<file path="src/rtl/execute_mem_storebuffer_checkpoints_mc.sv">
// ============================================================================
// Module   : execute_mem_storebuffer_checkpoints_mc
// Brief    : Branch checkpoint table of one-hot store-buffer FIFO pointers,
//            aged by store commits, with a forwarded recovery read port.
// Revision : 1.0 - initial release
// ============================================================================
`default_nettype none

module execute_mem_storebuffer_checkpoints_mc #(
    parameter int CP_COUNT   = 4,
    parameter int CP_ADDR_W  = $clog2(CP_COUNT),
    parameter int PTR_W      = 7,
    parameter int COMMIT_MAX = 2,
    parameter int CNT_W      = $clog2(COMMIT_MAX + 1)
) (
    input  logic                 clk,
    input  logic                 reset,
    input  logic                 wea,
    input  logic [CP_ADDR_W-1:0] addra,
    input  logic [PTR_W-1:0]     dina_fifo_p,
    input  logic                 web,
    input  logic [CP_ADDR_W-1:0] addrb,
    output logic [PTR_W-1:0]     doutb_fifo_p,
    output logic                 doutb_valid,
    output logic                 doutb_err,
    input  logic [CNT_W-1:0]     wec_cnt,
    input  logic                 wed,
    input  logic [CP_ADDR_W-1:0] addrd,
    input  logic                 flush,
    output logic [CP_COUNT-1:0]  cp_valid,
    output logic                 cp_full,
    output logic                 err_any
);

    localparam logic [PTR_W-1:0] C_HEAD       = PTR_W'(1);
    localparam logic [CNT_W-1:0] C_COMMIT_MAX = CNT_W'(COMMIT_MAX);

    // Positions below bit n are the ones a commit of n would push past the head.
    function automatic logic [PTR_W-1:0] f_low_mask(input logic [CNT_W-1:0] n);
        return (C_HEAD << n) - C_HEAD;
    endfunction

    function automatic logic f_under(input logic [PTR_W-1:0] p, input logic [CNT_W-1:0] n);
        return |(p & f_low_mask(n));
    endfunction

    function automatic logic [PTR_W-1:0] f_shift(input logic [PTR_W-1:0] p, input logic [CNT_W-1:0] n);
        return (p >> n) | {{(PTR_W-1){1'b0}}, f_under(p, n)};
    endfunction

    logic [PTR_W-1:0]    r_ptr [CP_COUNT];
    logic [CP_COUNT-1:0] r_valid;
    logic [CP_COUNT-1:0] r_err;

    logic [CNT_W-1:0]    w_n;
    logic [PTR_W-1:0]    w_dina_s;
    logic                w_dina_u;
    logic [PTR_W-1:0]    w_ptr_s [CP_COUNT];
    logic [CP_COUNT-1:0] w_ptr_u;
    logic [CP_COUNT-1:0] w_wr_hit;
    logic [CP_COUNT-1:0] w_rel_hit;
    logic [PTR_W-1:0]    w_rd_ptr;
    logic                w_rd_err;
    logic                w_rd_vld;

    assign w_n      = (wec_cnt > C_COMMIT_MAX) ? C_COMMIT_MAX : wec_cnt;
    assign w_dina_s = f_shift(dina_fifo_p, w_n);
    assign w_dina_u = f_under(dina_fifo_p, w_n);

    // Per-entry decode; out-of-range addresses simply match no entry.
    always_comb begin
        for (int i = 0; i < CP_COUNT; i++) begin
            w_ptr_s[i]   = f_shift(r_ptr[i], w_n);
            w_ptr_u[i]   = f_under(r_ptr[i], w_n);
            w_wr_hit[i]  = wea & (addra == CP_ADDR_W'(i));
            w_rel_hit[i] = wed & (addrd == CP_ADDR_W'(i));
        end
    end

    always_ff @(posedge clk or posedge reset) begin
        if (reset) begin
            for (int i = 0; i < CP_COUNT; i++) begin
                r_ptr[i] <= C_HEAD;
            end
            r_valid <= '0;
            r_err   <= '0;
        end else begin
            for (int i = 0; i < CP_COUNT; i++) begin
                if (flush) begin
                    r_ptr[i]   <= w_ptr_s[i];
                    r_valid[i] <= 1'b0;
                    r_err[i]   <= 1'b0;
                end else if (w_wr_hit[i]) begin
                    r_ptr[i]   <= w_dina_s;
                    r_valid[i] <= 1'b1;
                    r_err[i]   <= w_dina_u;
                end else if (w_rel_hit[i]) begin
                    r_ptr[i]   <= w_ptr_s[i];
                    r_valid[i] <= 1'b0;
                end else begin
                    r_ptr[i]   <= w_ptr_s[i];
                    r_err[i]   <= r_err[i] | (r_valid[i] & w_ptr_u[i]);
                end
            end
        end
    end

    // Recovery read sees this cycle's commits and a same-cycle write.
    always_comb begin
        w_rd_ptr = C_HEAD;
        w_rd_err = 1'b0;
        w_rd_vld = 1'b0;
        for (int i = 0; i < CP_COUNT; i++) begin
            if (addrb == CP_ADDR_W'(i)) begin
                if (w_wr_hit[i] && !flush) begin
                    w_rd_ptr = w_dina_s;
                    w_rd_err = w_dina_u;
                    w_rd_vld = 1'b1;
                end else begin
                    w_rd_ptr = w_ptr_s[i];
                    w_rd_err = r_err[i] | w_ptr_u[i];
                    w_rd_vld = r_valid[i];
                end
            end
        end
    end

    assign doutb_fifo_p = w_rd_ptr;
    assign doutb_err    = w_rd_err;
    assign doutb_valid  = web & w_rd_vld & ~flush;
    assign cp_valid     = r_valid;
    assign cp_full      = &r_valid;
    assign err_any      = |(r_err & r_valid);

endmodule

`default_nettype wire

</file>
<file path="config.mk">
export PLATFORM = sky130hd
export DESIGN_NAME = execute_mem_storebuffer_checkpoints_mc
export DESIGN_NICKNAME = d
export VERILOG_FILES = /design/src/rtl/execute_mem_storebuffer_checkpoints_mc.sv
export SDC_FILE = /design/constraint.sdc
export NUM_CORES = 1
export LEC_CHECK = 0
export CAP_MARGIN = 20
export CORE_UTILIZATION = 60
export CTS_BUF_LIST = sky130_fd_sc_hd__clkbuf_8
export DETAILED_ROUTE_END_ITERATION = 7
export PLACE_DENSITY = 0.89
export SYNTH_ARGS = -nofsm -noshare
export SYNTH_HDL_FRONTEND = slang
export SYNTH_SLANG_ARGS = --single-unit
</file>
<file path="constraint.sdc">
create_clock -name clk -period 5.4 [get_ports clk]
set_input_delay 0.81 -clock clk [delete_from_list [all_inputs] [get_ports clk]]
set_output_delay 0.81 -clock clk [all_outputs]
set_load 0.02 [all_outputs]
</file>
### After elaboration in Yosys (flattened, before gate mapping)

Index checks and enable logic that the tools add are counted.

* register bits after elaboration: 36
* memories: 0
* bits in latches: 0
* logic and storage cells: 143
* ROM bits: 0
* output and inout port bits: 15
* memory bits (writable): 0

* multiply operators: 0
* bitwise logic cells: 34
* reduce and logical (&&, ||, !) cells: 19
* equal/unequal tests: 13
* divide/modulo/power cells: 0
* order comparisons: 1
* add/subtract/negate cells: 1
* shift operators: 6
* multiplexer cells: 57

Operators by type and width (number)
* 7-bit two-way mux: 16
* 1-bit two-way mux: 40
* 7-bit bitwise AND: 5
* 7-bit by 1-bit bitwise OR with 7-bit output: 5
* 7-bit OR reduction: 5
* 7-bit by 2-bit >> shifter with 7-bit output: 5
* 1-bit bitwise AND: 14
* 2-bit equality test (second input constant): 6
* 3-bit inequality test (second input constant): 4
* 3-bit nonzero test: 4
* 1-bit bitwise OR: 8
* 1-bit by 2-bit left shift with 7-bit output (first input constant): 1
* 7-bit by 1-bit subtractor with 7-bit output (second input constant): 1
* 2-bit by 1-bit equality test with 1-bit output (second input constant): 3
* 2-bit zero test: 3
* 4-bit bitwise AND: 1
* 1-bit logical AND: 4
* 4-bit AND reduction: 1
* 4-bit OR reduction: 1
* 2-bit greater-than comparator (second input constant): 1
* 2-bit two-way mux: 1
* 1-bit zero test: 1
* 1-bit NOT: 1

### Logic depth before layout (Yosys ltp)

Gate-level depths: netlist (run 1).

* word-level depth: 12
* gate-level depth with buffers: 7
* mapped depth without buffers: 4

### Least setup slack after synthesis (run 1)

OpenSTA, ideal clock, no wires.

* path type: input -> output
* start point: input port addra[1]
* end point: output port doutb_valid
* path slack: 2.340 ns
* data arrival time: 2.250 ns
* data required time: 4.590 ns
* stages on the path: 5
* path through: buf_2 nand3_1 a32o_1 a21oi_1 nor4bb_1

* longest elaborated chain between the ends: 10
* elaborated cells on any way between the ends: 22
* classes of those cells: eq/ne (3); mux (8); bitwise (6); reduce/logical (5)

Ends and longest elaborated chain
* from (decl): line 19 `input logic [CP_ADDR_W-1:0] addra,`
* 2-bit zero test: line 75 `w_wr_hit[i] = wea & (addra == CP_ADDR_W'(i));`
* 1-bit bitwise AND: line 75
* 1-bit logical AND: line 115 `if (w_wr_hit[i] && !flush) begin`
* 1-bit two-way mux: line 115
* 1-bit two-way mux (3 in a row): line 114 `if (addrb == CP_ADDR_W'(i)) begin`
* 1-bit two-way mux *: line 114
* 1-bit bitwise AND * (2 in a row): line 130 `assign doutb_valid = web & w_rd_vld & ~flush;`
* to (decl): line 24 `output logic doutb_valid,`

Mark *: on every way between the ends. The rest lies on a longest branch, timed or not.

### Final worst setup path (run 1)

* start point: input port flush
* end point: output port doutb_fifo_p[6]

* longest elaborated chain between the ends: 7
* elaborated cells on any way between the ends: 13
* classes of those cells: mux (8); reduce/logical (5)

Ends and longest elaborated chain
* from (decl): line 29 `input logic flush,`
* 1-bit zero test *: line 115
* 1-bit logical AND: line 115
* 7-bit two-way mux: line 115
* 7-bit two-way mux (3 in a row): line 114
* 7-bit two-way mux *: line 114
* to (decl): line 23 `output logic [PTR_W-1:0] doutb_fifo_p,`

Marks and branches as above.

==> impl_metrics.py, run 1 <==
metrics = {
    "setup_path": {
        "critPathCaptureType": "primary output",
        "critPathKind": "in -> out",
        "path_cells": "clkdlybuf4s50_1 -> nand4bb_1 -> nand2_1 -> a211oi_1 -> or4_1 -> clkdlybuf4s50_1",
        "critPathSlowestCell": "clkdlybuf4s50_1",
        "r2r_cells": 4,
        "critPathArrivalTime_ps": 3760,
        "cp.required_ps": 4590,
        "cp.depth": 6,
        "cp_common_cell": "clkdlybuf4s50_1",
        "crit_family": "simple AND/OR/NAND/NOR gates",
        "regToRegSetupSlack_ps": 4090,
        "crit_buf_inv": 2,
        "r2r_start": "r_ptr[14]",
        "regToRegEndpoint": "r_err[1]",
        "slowest_delay_ps": 770,
        "startpoint_type": "input port",
        "cp_max_fo": 21,
    },
    "pwr": {
        "internal_power_mw": 0.4653,
        "p_sw_share_pct": 32.33,
        "p_comb_share_pct": 26.2,
        "switchingPower_mw": 0.2223,
        "power_leakage_nw": 1.129,
        "clock_power_share_pct": 29.1,
        "p_seq_share_pct": 44.8,
        "ir_drop_mv": 0.1263,
        "p_per_area_nw_per_um2": 225.1,
    },
    "floorplan": {
        "coreArea_um2": 4144,
        "fp.dieH_um": 68.65,
        "fp-row-count": 23,
        "die-area_um2": 4712,
        "die_width_um": 68.65,
        "initial_core_util_pct": 64.31,
        "boundaryPins": 36,
    },
    "min_path": {
        "hold_class": "reg -> reg",
        "hp-start": "r_ptr[27]",
        "min_to": "r_ptr[27]",
        "hold_depth": 2,
    },
    "timing": {
        "fin_skew_ps": 4.220,
        "max-slew-margin-rel_pct": 54.09,
        "slew_violations": 0,
        "max_freq_mhz": 219.0,
        "fin_crit_ps": 4567,
        "fin_crit_sh_pct": 84.58,
        "hold_viol": 0,
        "setup_tns_ps": 0,
        "setup_viol": 0,
        "rsz0062_at_grt": "false",
        "fin_ws_ps": 832.8,
        "worst_slew_pin_slew_ps": 669.4,
    },
    "drt": {
        "routedWlPerCell_um": 20.49,
        "drt-initial-drc-count": 376,
        "dr.pass1.iters": 5,
        "wirelength_um": 7621,
        "num_vias": 2723,
        "postRouteAntennaNets": 0,
        "drc": 0,
        "vias_per_cell": 7.320,
    },
    "synth": {
        "ys_warn_count": 0,
        "synth_nets": 321,
        "syn_area_per_cell_um2": 8.884,
        "syn_area_um2": 2665,
        "yosys.area.top_type": "dfrtp_1",
        "syn-instance-count": 300,
        "ys.flop_type": "dfrtp_1",
        "ys_ff_latch": 36,
        "synthTopCellsByArea": "dfrtp_1 (30%), a211oi_1 (9.9%), nor2b_1 (5.4%), o221ai_1 (5.3%), a21oi_1 (3.9%)",
        "yosysSeqAreaShare_pct": 33.99,
        "synth_edf_count": 0,
        "async_flop_share_pct": 100.0,
        "synth_top_area_share_pct": 30.05,
        "yosysUniqueCellTypes": 51,
    },
    "run": {
        "drv_cap": 0,
    },
    "clock_network": {
        "ctsResizeCount": 0,
        "path_clk_slew_ps": 70,
        "holdBufCountCts": 0,
        "cts_buffers": 5,
        "post_cts_buffers": 0,
        "cts_tree": "done",
        "insertion_delay_ps": 290,
        "cts.sinks": 36,
        "htreeDepth": 2,
        "cts-root-buf": "clkbuf_8",
        "clockBufferDepth": 2,
    },
    "placement": {
        "port-buffer-count": 35,
        "dp.cells": 364,
        "hpwl_um": 5483,
        "placed_area_um2": 2964,
        "pre_cts_ws_ps": 910.5,
        "routabilityCongestion": 0.8756,
    },
    "global_routing": {
        "grt_pass1_vias": 2483,
        "grtUsageTotal_pct": 36.25,
        "grt_pass1_wl_um": 12160,
        "grt_max_degree": 37,
        "grt_antenna_before_repair": 0,
        "grt_overflow": 0,
    },
    "run_status": {
        "status": "finished, final reports clean",
    },
    "final_layout": {
        "final_area_um2": 3054,
        "antenna_cells": 0,
        "drive_gt1_share_pct": 7.764,
        "area_growth_pct": 14.60,
        "fin_cells": 372,
        "final_common_cell": "a211oi_1",
        "final_cell_mix": "a211oi_1 (35), clkdlybuf4s50_1 (34), dfrtp_1 (32)",
        "n_fill_cell": 336,
        "nets": 342,
    },
}
[worst max-delay path by stage]
stage,slack [ps],start,to
2_1_floorplan,2340,addra[1],doutb_valid
3_3_place_gp,940,flush,doutb_fifo_p[6]
3_5_place_dp,910,flush,doutb_fifo_p[0]
4_1_cts,890,flush,doutb_fifo_p[6]
5_1_grt,660,flush,doutb_fifo_p[6]
6_report,830,flush,doutb_fifo_p[6]
[power by group through the flow]
stage	Sequential (mW)	Combinational, mW	Clock, mW
5_1_grt	0.310	0.195	0.213
3_5_place_dp	0.312	0.175	0
2_1_floorplan	0.307	0.117	0
3_3_place_gp	0.310	0.171	0
6_report	0.308	0.180	0.200
4_1_cts	0.307	0.177	0.201
[worst min-delay path: cells and delay by family (launching register included)]
family | cells | cell delay [ps]
flops | 1 | 410
compound gates | 1 | 60
simple gates | 1 | 70
[through the flow]
stage	hold WS, ps	util, %	total power [mW]
finish	572.8	73.70	0.6876
global route	596.7	73.70	0.7177
CTS	574.0	73.70	0.6846
global placement	560.3	71.53	0.4818
detailed placement	563.9	71.53	0.4873
floorplan	536.1	-	0.4239
[cells by family after synthesis]
family                 count (synthesis)  synth area share (%)
multiplexers                           9                 3.709
AO/OA/AOI/OAI                        129                 33.10
buffers and inverters                 30                 6.056
flip-flops                            36                 33.99
AND/OR/NAND/NOR                       96                 23.15
[state kept, by name, summed over array words and instances (netlist names)]
signal and flops:
r_err 4, r_ptr 28, cp_valid 4
[area by class of cell]
cell class | instances | area [µm²] | area share, %
well taps | 50 | 62.56 | 2.048
inverters | 4 | 15.01 | 0.4916
multi-input cells | 234 | 1598 | 52.31
clock inverters | 2 | 7.507 | 0.2458
flip-flops and latches | 36 | 905.9 | 29.66
repair buffers | 40 | 382.9 | 12.54
clock buffers | 6 | 82.58 | 2.704
[metal layers]
metal  part of all wire [%]  GRT usage [%]  wire length, µm
met4                    2.5          14.84              187
met3                    8.2          8.059              628
met5                      0              0                0
met2                     47          56.99             3606
met1                     42          48.02             3200
[cell usage after synthesis (9+ instances only)]
cell type / number
clkbuf_1: 12
nor2_1: 13
o21ai_0: 21
buf_2: 9
o221ai_1: 16
nor2b_1: 23
dfrtp_1: 32
a211oi_1: 35
a21oi_1: 21
nand2_1: 13
o22ai_1: 16
Note: power is estimated with default switching activity, not from simulation.
==> run 2: changes to the inputs <==
--- a/config.mk
+++ b/config.mk
@@ -6,10 +6,10 @@
 export NUM_CORES = 1
 export LEC_CHECK = 0
 export CAP_MARGIN = 20
-export CORE_UTILIZATION = 60
+export CORE_UTILIZATION = 57
 export CTS_BUF_LIST = sky130_fd_sc_hd__clkbuf_8
 export DETAILED_ROUTE_END_ITERATION = 7
-export PLACE_DENSITY = 0.89
+export PLACE_DENSITY = 0.85
 export SYNTH_ARGS = -nofsm -noshare
 export SYNTH_HDL_FRONTEND = slang
 export SYNTH_SLANG_ARGS = --single-unit
==> constraint.sdc (replaced) <==
create_clock -name clk -period 4.7 [get_ports clk]
set_input_delay 0.705 -clock clk [delete_from_list [all_inputs] [get_ports clk]]
set_output_delay 0.705 -clock clk [all_outputs]
set_load 0.02 [all_outputs]
==> impl_metrics.py, run 2 (synthesis gave the netlist of run 1 again) <==
metrics = {
    "setup_path": {
        "cp_max_fo": 14,
        "r2r_start": "r_ptr[21]",
        "regToRegEndpoint": "r_err[0]",
        "r2r_cells": 4,
        "regToRegSetupSlack_ps": 3430,
        "critPathCaptureType": "primary output",
        "critPathKind": "in -> out",
        "critPathArrivalTime_ps": 3320,
        "cp.required_ps": 3990,
        "startpoint_type": "input port",
    },
    "clock_network": {
        "post_cts_buffers": 0,
        "clockBufferDepth": 2,
        "holdBufCountCts": 0,
        "cts.sinks": 36,
        "cts-root-buf": "clkbuf_8",
        "path_clk_slew_ps": 70,
        "cts_tree": "done",
        "htreeDepth": 2,
        "ctsResizeCount": 0,
        "insertion_delay_ps": 300,
        "cts_buffers": 5,
    },
    "final_layout": {
        "largest_register_ffs": 28,
        "drive_gt1_share_pct": 9.231,
        "antenna_cells": 0,
        "final_common_cell": "a211oi_1",
        "final_cell_mix": "a211oi_1 (35), clkdlybuf4s50_1 (34), dfrtp_1 (32)",
        "final_area_um2": 3093,
        "regMostFlops": "r_ptr",
        "fin_cells": 377,
        "nets": 346,
        "area_growth_pct": 16.06,
        "fin_util_pct": 70.07,
    },
    "min_path": {
        "hold_class": "reg -> reg",
        "min_to": "r_ptr[13]",
        "hold_depth": 2,
        "hp-start": "r_ptr[13]",
    },
    "placement": {
        "hpwl_um": 5124,
        "port-buffer-count": 35,
        "routabilityCongestion": 0.8769,
        "dp.cells": 370,
        "pre_cts_ws_ps": 726.8,
        "placed_area_um2": 2997,
    },
    "timing": {
        "fin_ws_ps": 676.5,
        "fin_skew_ps": 7.207,
        "slew_violations": 0,
        "hold_viol": 0,
        "rsz0062_at_grt": "false",
        "worst_slew_pin_slew_ps": 652.4,
        "fin_crit_sh_pct": 85.61,
        "max-slew-margin-rel_pct": 55.26,
        "fin_hold_ws_ps": 590.2,
        "max_freq_mhz": 248.5,
        "setup_tns_ps": 0,
        "fin_crit_ps": 4023,
        "setup_viol": 0,
    },
    "floorplan": {
        "die-area_um2": 4953,
        "fp.dieH_um": 70.38,
        "coreArea_um2": 4414,
        "die_width_um": 70.38,
        "initial_core_util_pct": 60.37,
        "fp-row-count": 24,
        "boundaryPins": 36,
    },
    "drt": {
        "routedWlPerCell_um": 19.88,
        "num_vias": 2698,
        "drc": 0,
        "dr.pass1.iters": 5,
        "wirelength_um": 7493,
        "postRouteAntennaNets": 0,
        "drt-initial-drc-count": 328,
        "vias_per_cell": 7.156,
    },
    "global_routing": {
        "grtUsageTotal_pct": 31.48,
        "grt_overflow": 0,
        "grt_pass1_vias": 2469,
        "grt_antenna_before_repair": 0,
        "grt_pass1_wl_um": 12110,
        "grt_max_degree": 37,
    },
    "run_status": {
        "status": "finished, final reports clean",
    },
    "pwr": {
        "ir_drop_mv": 0.1721,
        "power_mw": 0.8080,
        "p_per_area_nw_per_um2": 261.2,
        "power_leakage_nw": 1.143,
    },
    "run": {
        "drv_cap": 0,
    },
}
run 2: cell types whose count changed in the layout (fill, tap and decap cells not counted), sizes merged:
cell and delta:
buf +4, inv -2, clkbuf +1
run 2: routing by layer:
metal  GRT usage, %  vias up  routed length (µm)
met1          41.51     1291                3268
met3          6.061       24                 506
met5              0        -                   0
met4          14.22        0                 202
li1               -     1245                   -
met2          49.84      138                3515
run 2: final cells by class:
cell class	count	area, µm²
Fill cell	347	1321
Multi-Input combinational cell	234	1598
Clock buffer	7	96.34
Sequential cell	36	905.9
Tap cell	52	65.06
Timing Repair Buffer	44	412.9
Inverter	4	15.01
run 2: critical path, stage by stage:
cell and delay, ps:
clkdlybuf4s50_1 610, or4b_4 720, and3_1 230, a211oi_1 290, or4_1 160, clkdlybuf4s50_1 600
run 2: power breakdown:
part | internal [mW] | switching [mW] | leakage, nW | total (mW)
sequential | 0.332 | 0.0213 | 0.457 | 0.353
combinational | 0.0883 | 0.118 | 0.635 | 0.206
clock | 0.131 | 0.118 | 0.0503 | 0.248
run 2: worst max-delay path by stage:
stage                        start         endpoint  slack [ps]  cells past startpoint
after global routing         flush  doutb_fifo_p[5]         520                      7
after detailed placement  addra[1]  doutb_fifo_p[0]         730                      6
after floorplan           addra[1]      doutb_valid        1850                      5
after CTS                 addra[1]  doutb_fifo_p[0]         720                      6
after global placement    addra[1]  doutb_fifo_p[6]         770                      6
final                     addra[0]  doutb_fifo_p[0]         680                      6
==> run 3: changes to the inputs <==
--- a/config.mk
+++ b/config.mk
@@ -10,6 +10,7 @@
 export CTS_BUF_LIST = sky130_fd_sc_hd__clkbuf_8
 export DETAILED_ROUTE_END_ITERATION = 7
 export PLACE_DENSITY = 0.85
+export SETUP_SLACK_MARGIN = 0.4
 export SYNTH_ARGS = -nofsm -noshare
 export SYNTH_HDL_FRONTEND = slang
 export SYNTH_SLANG_ARGS = --single-unit
==> results of run 3 <==
No change in the layout: final DEF, timing and power equal those of run 2.
